[config.mk]
export PLATFORM = sky130hd
export DESIGN_NAME = gmii_rx
export DESIGN_NICKNAME = d
export VERILOG_FILES = /design/src/rtl/eth_pkg.sv /design/src/rtl/crc32_d8.sv /design/src/rtl/gmii_rx.sv
export SDC_FILE = /design/constraint.sdc
export NUM_CORES = 1
export LEC_CHECK = 0
export CAP_MARGIN = 20
export CORE_ASPECT_RATIO = 1.2
export CORE_MARGIN = 10
export CORE_UTILIZATION = 50
export CTS_CLUSTER_DIAMETER = 150
export DETAILED_ROUTE_END_ITERATION = 8
export PLACE_DENSITY = 0.68
export SETUP_SLACK_MARGIN = 0.5
export SYNTH_ARGS = -nofsm -noshare
export SYNTH_HDL_FRONTEND = slang
export SYNTH_SLANG_ARGS = --single-unit
[constraint.sdc]
create_clock -name phy_rx_clk -period 2.84 [get_ports phy_rx_clk]
set_input_delay 0.568 -clock phy_rx_clk [delete_from_list [all_inputs] [get_ports phy_rx_clk]]
set_output_delay 0.568 -clock phy_rx_clk [all_outputs]
set_load 0.005 [all_outputs]
[src/rtl/eth_pkg.sv]
// Shared Ethernet constants and types for the GMII receive/transmit paths.
package eth_pkg;

    localparam logic [7:0]  PREAM       = 8'h55;
    localparam logic [7:0]  SFD         = 8'hD5;
    localparam logic [31:0] CRC_INIT    = 32'hFFFF_FFFF;
    localparam logic [31:0] CRC_RESIDUE = 32'hDEBB_20E3;
    localparam logic [31:0] CRC_POLY    = 32'hEDB8_8320;

    typedef enum logic [1:0] {
        RX_DROP     = 2'd0,
        RX_IDLE     = 2'd1,
        RX_PREAMBLE = 2'd2,
        RX_DATA     = 2'd3
    } rx_state_t;

    localparam int unsigned STAT_CRC_OK   = 32'd0;
    localparam int unsigned STAT_ERR      = 32'd1;
    localparam int unsigned STAT_RUNT     = 32'd2;
    localparam int unsigned STAT_OVERSIZE = 32'd3;

endpackage

[src/rtl/crc32_d8.sv]
// Combinational byte-wide step of the reflected CRC-32 (LSB of the data byte first).
module crc32_d8
    import eth_pkg::*;
(
    input  logic [31:0] crc,
    input  logic [7:0]  data,
    output logic [31:0] crc_next
);

    logic [31:0] c_s;

    // Eight serial LFSR steps unrolled into one byte update.
    always_comb begin
        c_s = crc;
        for (int i = 0; i < 8; i++) begin
            c_s = (c_s >> 1) ^ (CRC_POLY & {32{c_s[0] ^ data[i]}});
        end
        crc_next = c_s;
    end

endmodule

[src/rtl/gmii_rx.sv]
// GMII receive front end: strips preamble/SFD, checks FCS and length, and writes
// 9-bit words {1, byte} per data byte followed by one {0, status} trailer per frame.
module gmii_rx
    import eth_pkg::*;
#(
    parameter bit          STRIP_FCS = 1'b1,
    parameter int unsigned MAX_LEN   = 32'd1518,
    parameter int unsigned MIN_LEN   = 32'd64
) (
    input  logic       phy_rx_clk,
    input  logic       sys_rst_n,
    input  logic       phy_rx_dv,
    input  logic       phy_rx_er,
    input  logic [7:0] phy_rxd,
    output logic       rx_wr_en,
    output logic [8:0] rx_wr_data
);

    localparam int unsigned FCS_HOLD = STRIP_FCS ? 32'd4 : 32'd0;
    // Bytes still parked in the delay line are indexed FCS_HOLD behind the count.
    localparam logic [13:0] WR_LIMIT = 14'(MAX_LEN + FCS_HOLD);
    localparam logic [13:0] MIN_L    = 14'(MIN_LEN);
    localparam logic [13:0] MAX_L    = 14'(MAX_LEN);
    localparam logic [12:0] CNT_SAT  = 13'h1FFF;

    logic            dv_q;
    logic            er_q;
    logic [7:0]      rxd_q;

    rx_state_t       state_r, state_s;
    logic [31:0]     crc_r, crc_s, crc_calc_s;
    logic [12:0]     cnt_r, cnt_s;
    logic            err_r, err_s;
    logic [3:0][7:0] dl_r, dl_s;
    logic [2:0]      fill_r, fill_s;
    logic            wr_en_s;
    logic [8:0]      wr_data_s;
    logic            wr_ok_s;
    logic [7:0]      status_s;

    crc32_d8 u_crc (
        .crc      (crc_r),
        .data     (rxd_q),
        .crc_next (crc_calc_s)
    );

    // Input register; dv_q resets high so DROP waits for a genuine end of carrier.
    always_ff @(posedge phy_rx_clk or negedge sys_rst_n) begin
        if (!sys_rst_n) begin
            dv_q  <= 1'b1;
            er_q  <= 1'b0;
            rxd_q <= 8'h00;
        end else begin
            dv_q  <= phy_rx_dv;
            er_q  <= phy_rx_er;
            rxd_q <= phy_rxd;
        end
    end

    assign wr_ok_s = ({1'b0, cnt_r} < WR_LIMIT);

    // Trailer status from the frame just closed.
    always_comb begin
        status_s                = 8'h00;
        status_s[STAT_CRC_OK]   = (crc_r == CRC_RESIDUE);
        status_s[STAT_ERR]      = err_r;
        status_s[STAT_RUNT]     = ({1'b0, cnt_r} < MIN_L);
        status_s[STAT_OVERSIZE] = ({1'b0, cnt_r} > MAX_L);
    end

    // Next-state, datapath and output-word logic.
    always_comb begin
        state_s   = state_r;
        crc_s     = crc_r;
        cnt_s     = cnt_r;
        err_s     = err_r;
        dl_s      = dl_r;
        fill_s    = fill_r;
        wr_en_s   = 1'b0;
        wr_data_s = rx_wr_data;

        case (state_r)
            RX_DROP: begin
                if (!dv_q) begin
                    state_s = RX_IDLE;
                end else begin
                    state_s = RX_DROP;
                end
            end
            RX_IDLE, RX_PREAMBLE: begin
                if (dv_q && (rxd_q == SFD)) begin
                    state_s = RX_DATA;
                    crc_s   = CRC_INIT;
                    cnt_s   = 13'd0;
                    err_s   = 1'b0;
                    dl_s    = 32'h0000_0000;
                    fill_s  = 3'd0;
                end else if (dv_q && (rxd_q == PREAM)) begin
                    state_s = RX_PREAMBLE;
                end else if (dv_q || (state_r == RX_PREAMBLE)) begin
                    state_s = RX_DROP;
                end else begin
                    state_s = RX_IDLE;
                end
            end
            RX_DATA: begin
                if (dv_q) begin
                    crc_s = crc_calc_s;
                    cnt_s = (cnt_r == CNT_SAT) ? cnt_r : (cnt_r + 13'd1);
                    err_s = err_r | er_q;
                    if (STRIP_FCS) begin
                        dl_s = {dl_r[2:0], rxd_q};
                        if (fill_r == 3'd4) begin
                            fill_s    = fill_r;
                            wr_en_s   = wr_ok_s;
                            wr_data_s = wr_ok_s ? {1'b1, dl_r[3]} : rx_wr_data;
                        end else begin
                            fill_s = fill_r + 3'd1;
                        end
                    end else begin
                        wr_en_s   = wr_ok_s;
                        wr_data_s = wr_ok_s ? {1'b1, rxd_q} : rx_wr_data;
                    end
                end else begin
                    wr_en_s   = 1'b1;
                    wr_data_s = {1'b0, status_s};
                    dl_s      = 32'h0000_0000;
                    fill_s    = 3'd0;
                    state_s   = RX_IDLE;
                end
            end
            default: begin
                state_s = RX_DROP;
            end
        endcase
    end

    // State, CRC, counters, delay line and registered FIFO write port.
    always_ff @(posedge phy_rx_clk or negedge sys_rst_n) begin
        if (!sys_rst_n) begin
            state_r    <= RX_DROP;
            crc_r      <= CRC_INIT;
            cnt_r      <= 13'd0;
            err_r      <= 1'b0;
            dl_r       <= 32'h0000_0000;
            fill_r     <= 3'd0;
            rx_wr_en   <= 1'b0;
            rx_wr_data <= 9'h000;
        end else begin
            state_r    <= state_s;
            crc_r      <= crc_s;
            cnt_r      <= cnt_s;
            err_r      <= err_s;
            dl_r       <= dl_s;
            fill_r     <= fill_s;
            rx_wr_en   <= wr_en_s;
            rx_wr_data <= wr_data_s;
        end
    end

endmodule

==> flow_summary.yaml <==
finish:
  fin_nets: 532
  area_delta_synth_final_pct: 14.2
  filler_cell_count: 845
  final_common_cell: "nand2_1"
  insertedDiodeCount: 0
  drive_gt1_frac: 0.171
  final_core_util: 0.586
  final_cell_mix: "nand2_1 (77), dfrtp_1 (70), xnor2_1 (43)"
die:
  die_h_um: 131
  core_um2: 10100
  rows: 40
  die_x_um: 113
  initial_utilization: 0.513
  die-area_um2: 14800
  top_level_ports: 22
cts:
  htreeDepth: 3
  hold_buffers: 0
  clockBufferDepth: 2
  cts_root_buf: "clkbuf_16"
  cts_tree: "yes"
  numCtsBuffers: 9
  clock_sinks: 103
  clkLatencyLatePin_ns: 0.35
  path_clk_slew_ns: 0.07
sta:
  rsz0062_at_grt: "no"
  fin_crit_ns: 2.17
  hold_violations: 0
  setup_viol: 0
  whs_ns: 0.228
  period_share: 0.764
  slew_violations: 0
  worstMarginPinSlew_ns: 0.675
  fmax_mhz: 461
  fin_tns_setup_ns: 0
  max_slew_margin: 0.547
  clock_skew_ns: 0.00776
drt:
  final_antenna_net_count: 0
  drt_pass1_iterations: 4
  wl_per_cell_um: 16.4
  drtIter0Drc: 188
  post_drt_via_cell_ratio: 5.55
  vias: 3577
  drc: 0
  wl_um: 10600
worst_hold_path:
  hold_class: "primary input to asynchronous set/reset pin"
power_and_ir_drop:
  comb_power_share: 0.152
  ir_drop_mv: 0.316
  cellLeakagePower_nw: 2.39
  swShare: 0.259
  p_int_mw: 2.46
  power_mw: 3.32
  switching_power_uw: 858
  power.share.clock: 0.381
  p_seq_frac: 0.467
  powerDensity_nw_per_um2: 563
synthesis:
  syn_area_um2: 5160
  synth.distinct_cells: 52
  synth_top_area_cell: "dfrtp_1"
  synth_ff_type: "dfrtp_1"
  yosysTopAreaCellShare: 0.339
  synth-edff-count: 0
  ys_ff_latch: 103
  seq_area_frac_synth: 0.508
  synth_cells: 487
  yosysWarnings: 0
  synth_area_leaders: "dfrtp_1 (34%), dfstp_2 (17%), xnor2_1 (7.3%)"
  syn_avg_cell_area_um2: 10.6
  syn_nets: 505
  synthArstFlopShare: 1.00
critical_path:
  cp_max_fo: 4
  path_buf_inv: 0
  start_kind: "flop"
  worst-path-stages: 5
  worst_setup_path_end_kind: "flop"
  crit_family: "XOR/XNOR gates"
  cp.arrival_ns: 2.44
  reg2reg_depth: 5
  max_stage_delay_ns: 0.57
  path_class: "flop to flop"
  rr_startpoint: "rxd_q[1]$_DFF_PN0_"
  crit_path_cell_trace: "xnor2_2 > xor3_1 > xor2_1 > xnor3_1 > a31oi_1"
  crit_path_top_delay_cell: "xor3_1"
  required_ns: 3.11
  startpoint: "rxd_q[1]$_DFF_PN0_"
global_route:
  track_usage: 0.143
  overflow: 0
  antenna_found_initial: 0
  grt_max_degree: 67
  grt_pass1_vias: 3513
  grt_first_pass_wirelength_um: 17700
status:
  status: "finished, final reports clean"
placed_design:
  gp_congestion: 0.843
  dp_hpwl_um: 7290
  port_buffers: 21
job:
  maxCapViolations: 0
[final timing paths]
path | to | slack, ns
min | dl_r[17]$_DFFE_PN0P_ | 0.23
min in group phy_rx_clk | dl_r[3]$_DFFE_PN0P_ | 0.48
max | crc_r[23]$_DFFE_PN1P_ | 0.67
min reg2reg | dl_r[3]$_DFFE_PN0P_ | 0.48
max in group asynchronous | crc_r[13]$_DFFE_PN1P_ | 1.86
max reg2reg | crc_r[23]$_DFFE_PN1P_ | 0.67
[layout make-up]
| type | count | area [µm²] | area share |
|---|---|---|---|
| repair buffers | 38 | 348 | 0.0590 |
| clock buffers | 9 | 225 | 0.0382 |
| flip-flops and latches | 103 | 2620 | 0.444 |
| multi-input cells | 353 | 2430 | 0.413 |
| clock inverters | 7 | 78.8 | 0.0134 |
| inverters | 9 | 33.8 | 0.00573 |
| well taps | 126 | 158 | 0.0267 |
[timing repair]
item | 4_1_cts | 5_1_grt
setup endpoints to repair | 0 | 35
gates resized for setup | 0 | 2
setup buffers | 0 | 6
endpoints found under the hold margin | 0 | 0
[power groups by stage]
stage,clock network (mW),logic [mW],registers [mW]
after floorplan,0,0.384,1.56
after global placement,0,0.495,1.58
after detailed placement,0,0.502,1.58
after CTS,1.29,0.506,1.55
after global routing,1.34,0.548,1.55
final,1.27,0.503,1.55
[sequential cells by signal, summed over array words and instances, names as in the netlist, 2 cells and up]
register and cells:
cnt_r 13, crc_r 32, dl_r 32, fill_r 3, rx_wr_data 9, rxd_q 8
state_r 2
[Yosys cell counts, types with 3 or more instances]
library cell and instances:
o21a_1 8, o21ai_0 39, nand3b_1 3, o211ai_1 3, buf_2 4, xnor3_1 3, nor4_1 5, o22a_1 12
nand4_1 5, nand3_1 10, nand2_1 77, a31oi_1 3, and4_1 3, nor3_1 6, xor2_1 14, inv_1 8
ha_1 6, xnor2_1 43, a22o_1 5, dfstp_2 33, xnor2_4 3, clkbuf_1 18, o31ai_1 5, or4_1 4
xnor2_2 6, a21oi_1 24, nand4b_1 4, dfrtp_1 70, mux2_2 5, nor2_1 28, and2_1 4
[stage by stage]
step / setup WS (ns) / cells / area (µm²)
6_report: 0.670 / 645 / 5890
3_5_place_dp: 0.563 / 623 / 5540
5_1_grt: 0.502 / 645 / 5890
3_3_place_gp: 0.648 / 623 / 5540
4_1_cts: 0.545 / 639 / 5840
2_1_floorplan: 0.787 / 487 / 5160
[cells by family after synthesis]
group                      count (synthesis)  share of synthesized area
buffers and inverters                     31                     0.0235
DFF                                      103                      0.508
and+or+nand+nor                          159                      0.145
adders and majority gates                  6                     0.0145
muxes                                      5                     0.0109
AOI/OAI and AO/OA                        111                      0.141
xor gates and xnor gates                  72                      0.158
[per-layer routing]
metal / up-vias / GRT usage / wire length (µm)
li1: 1737 / - / -
met1: 1777 / 0.191 / 4940
met2: 53 / 0.228 / 5160
met3: 10 / 0.0319 / 385
met4: 0 / 0.0403 / 99
met5: - / 0 / 0
(Power assumes the default switching activity.)
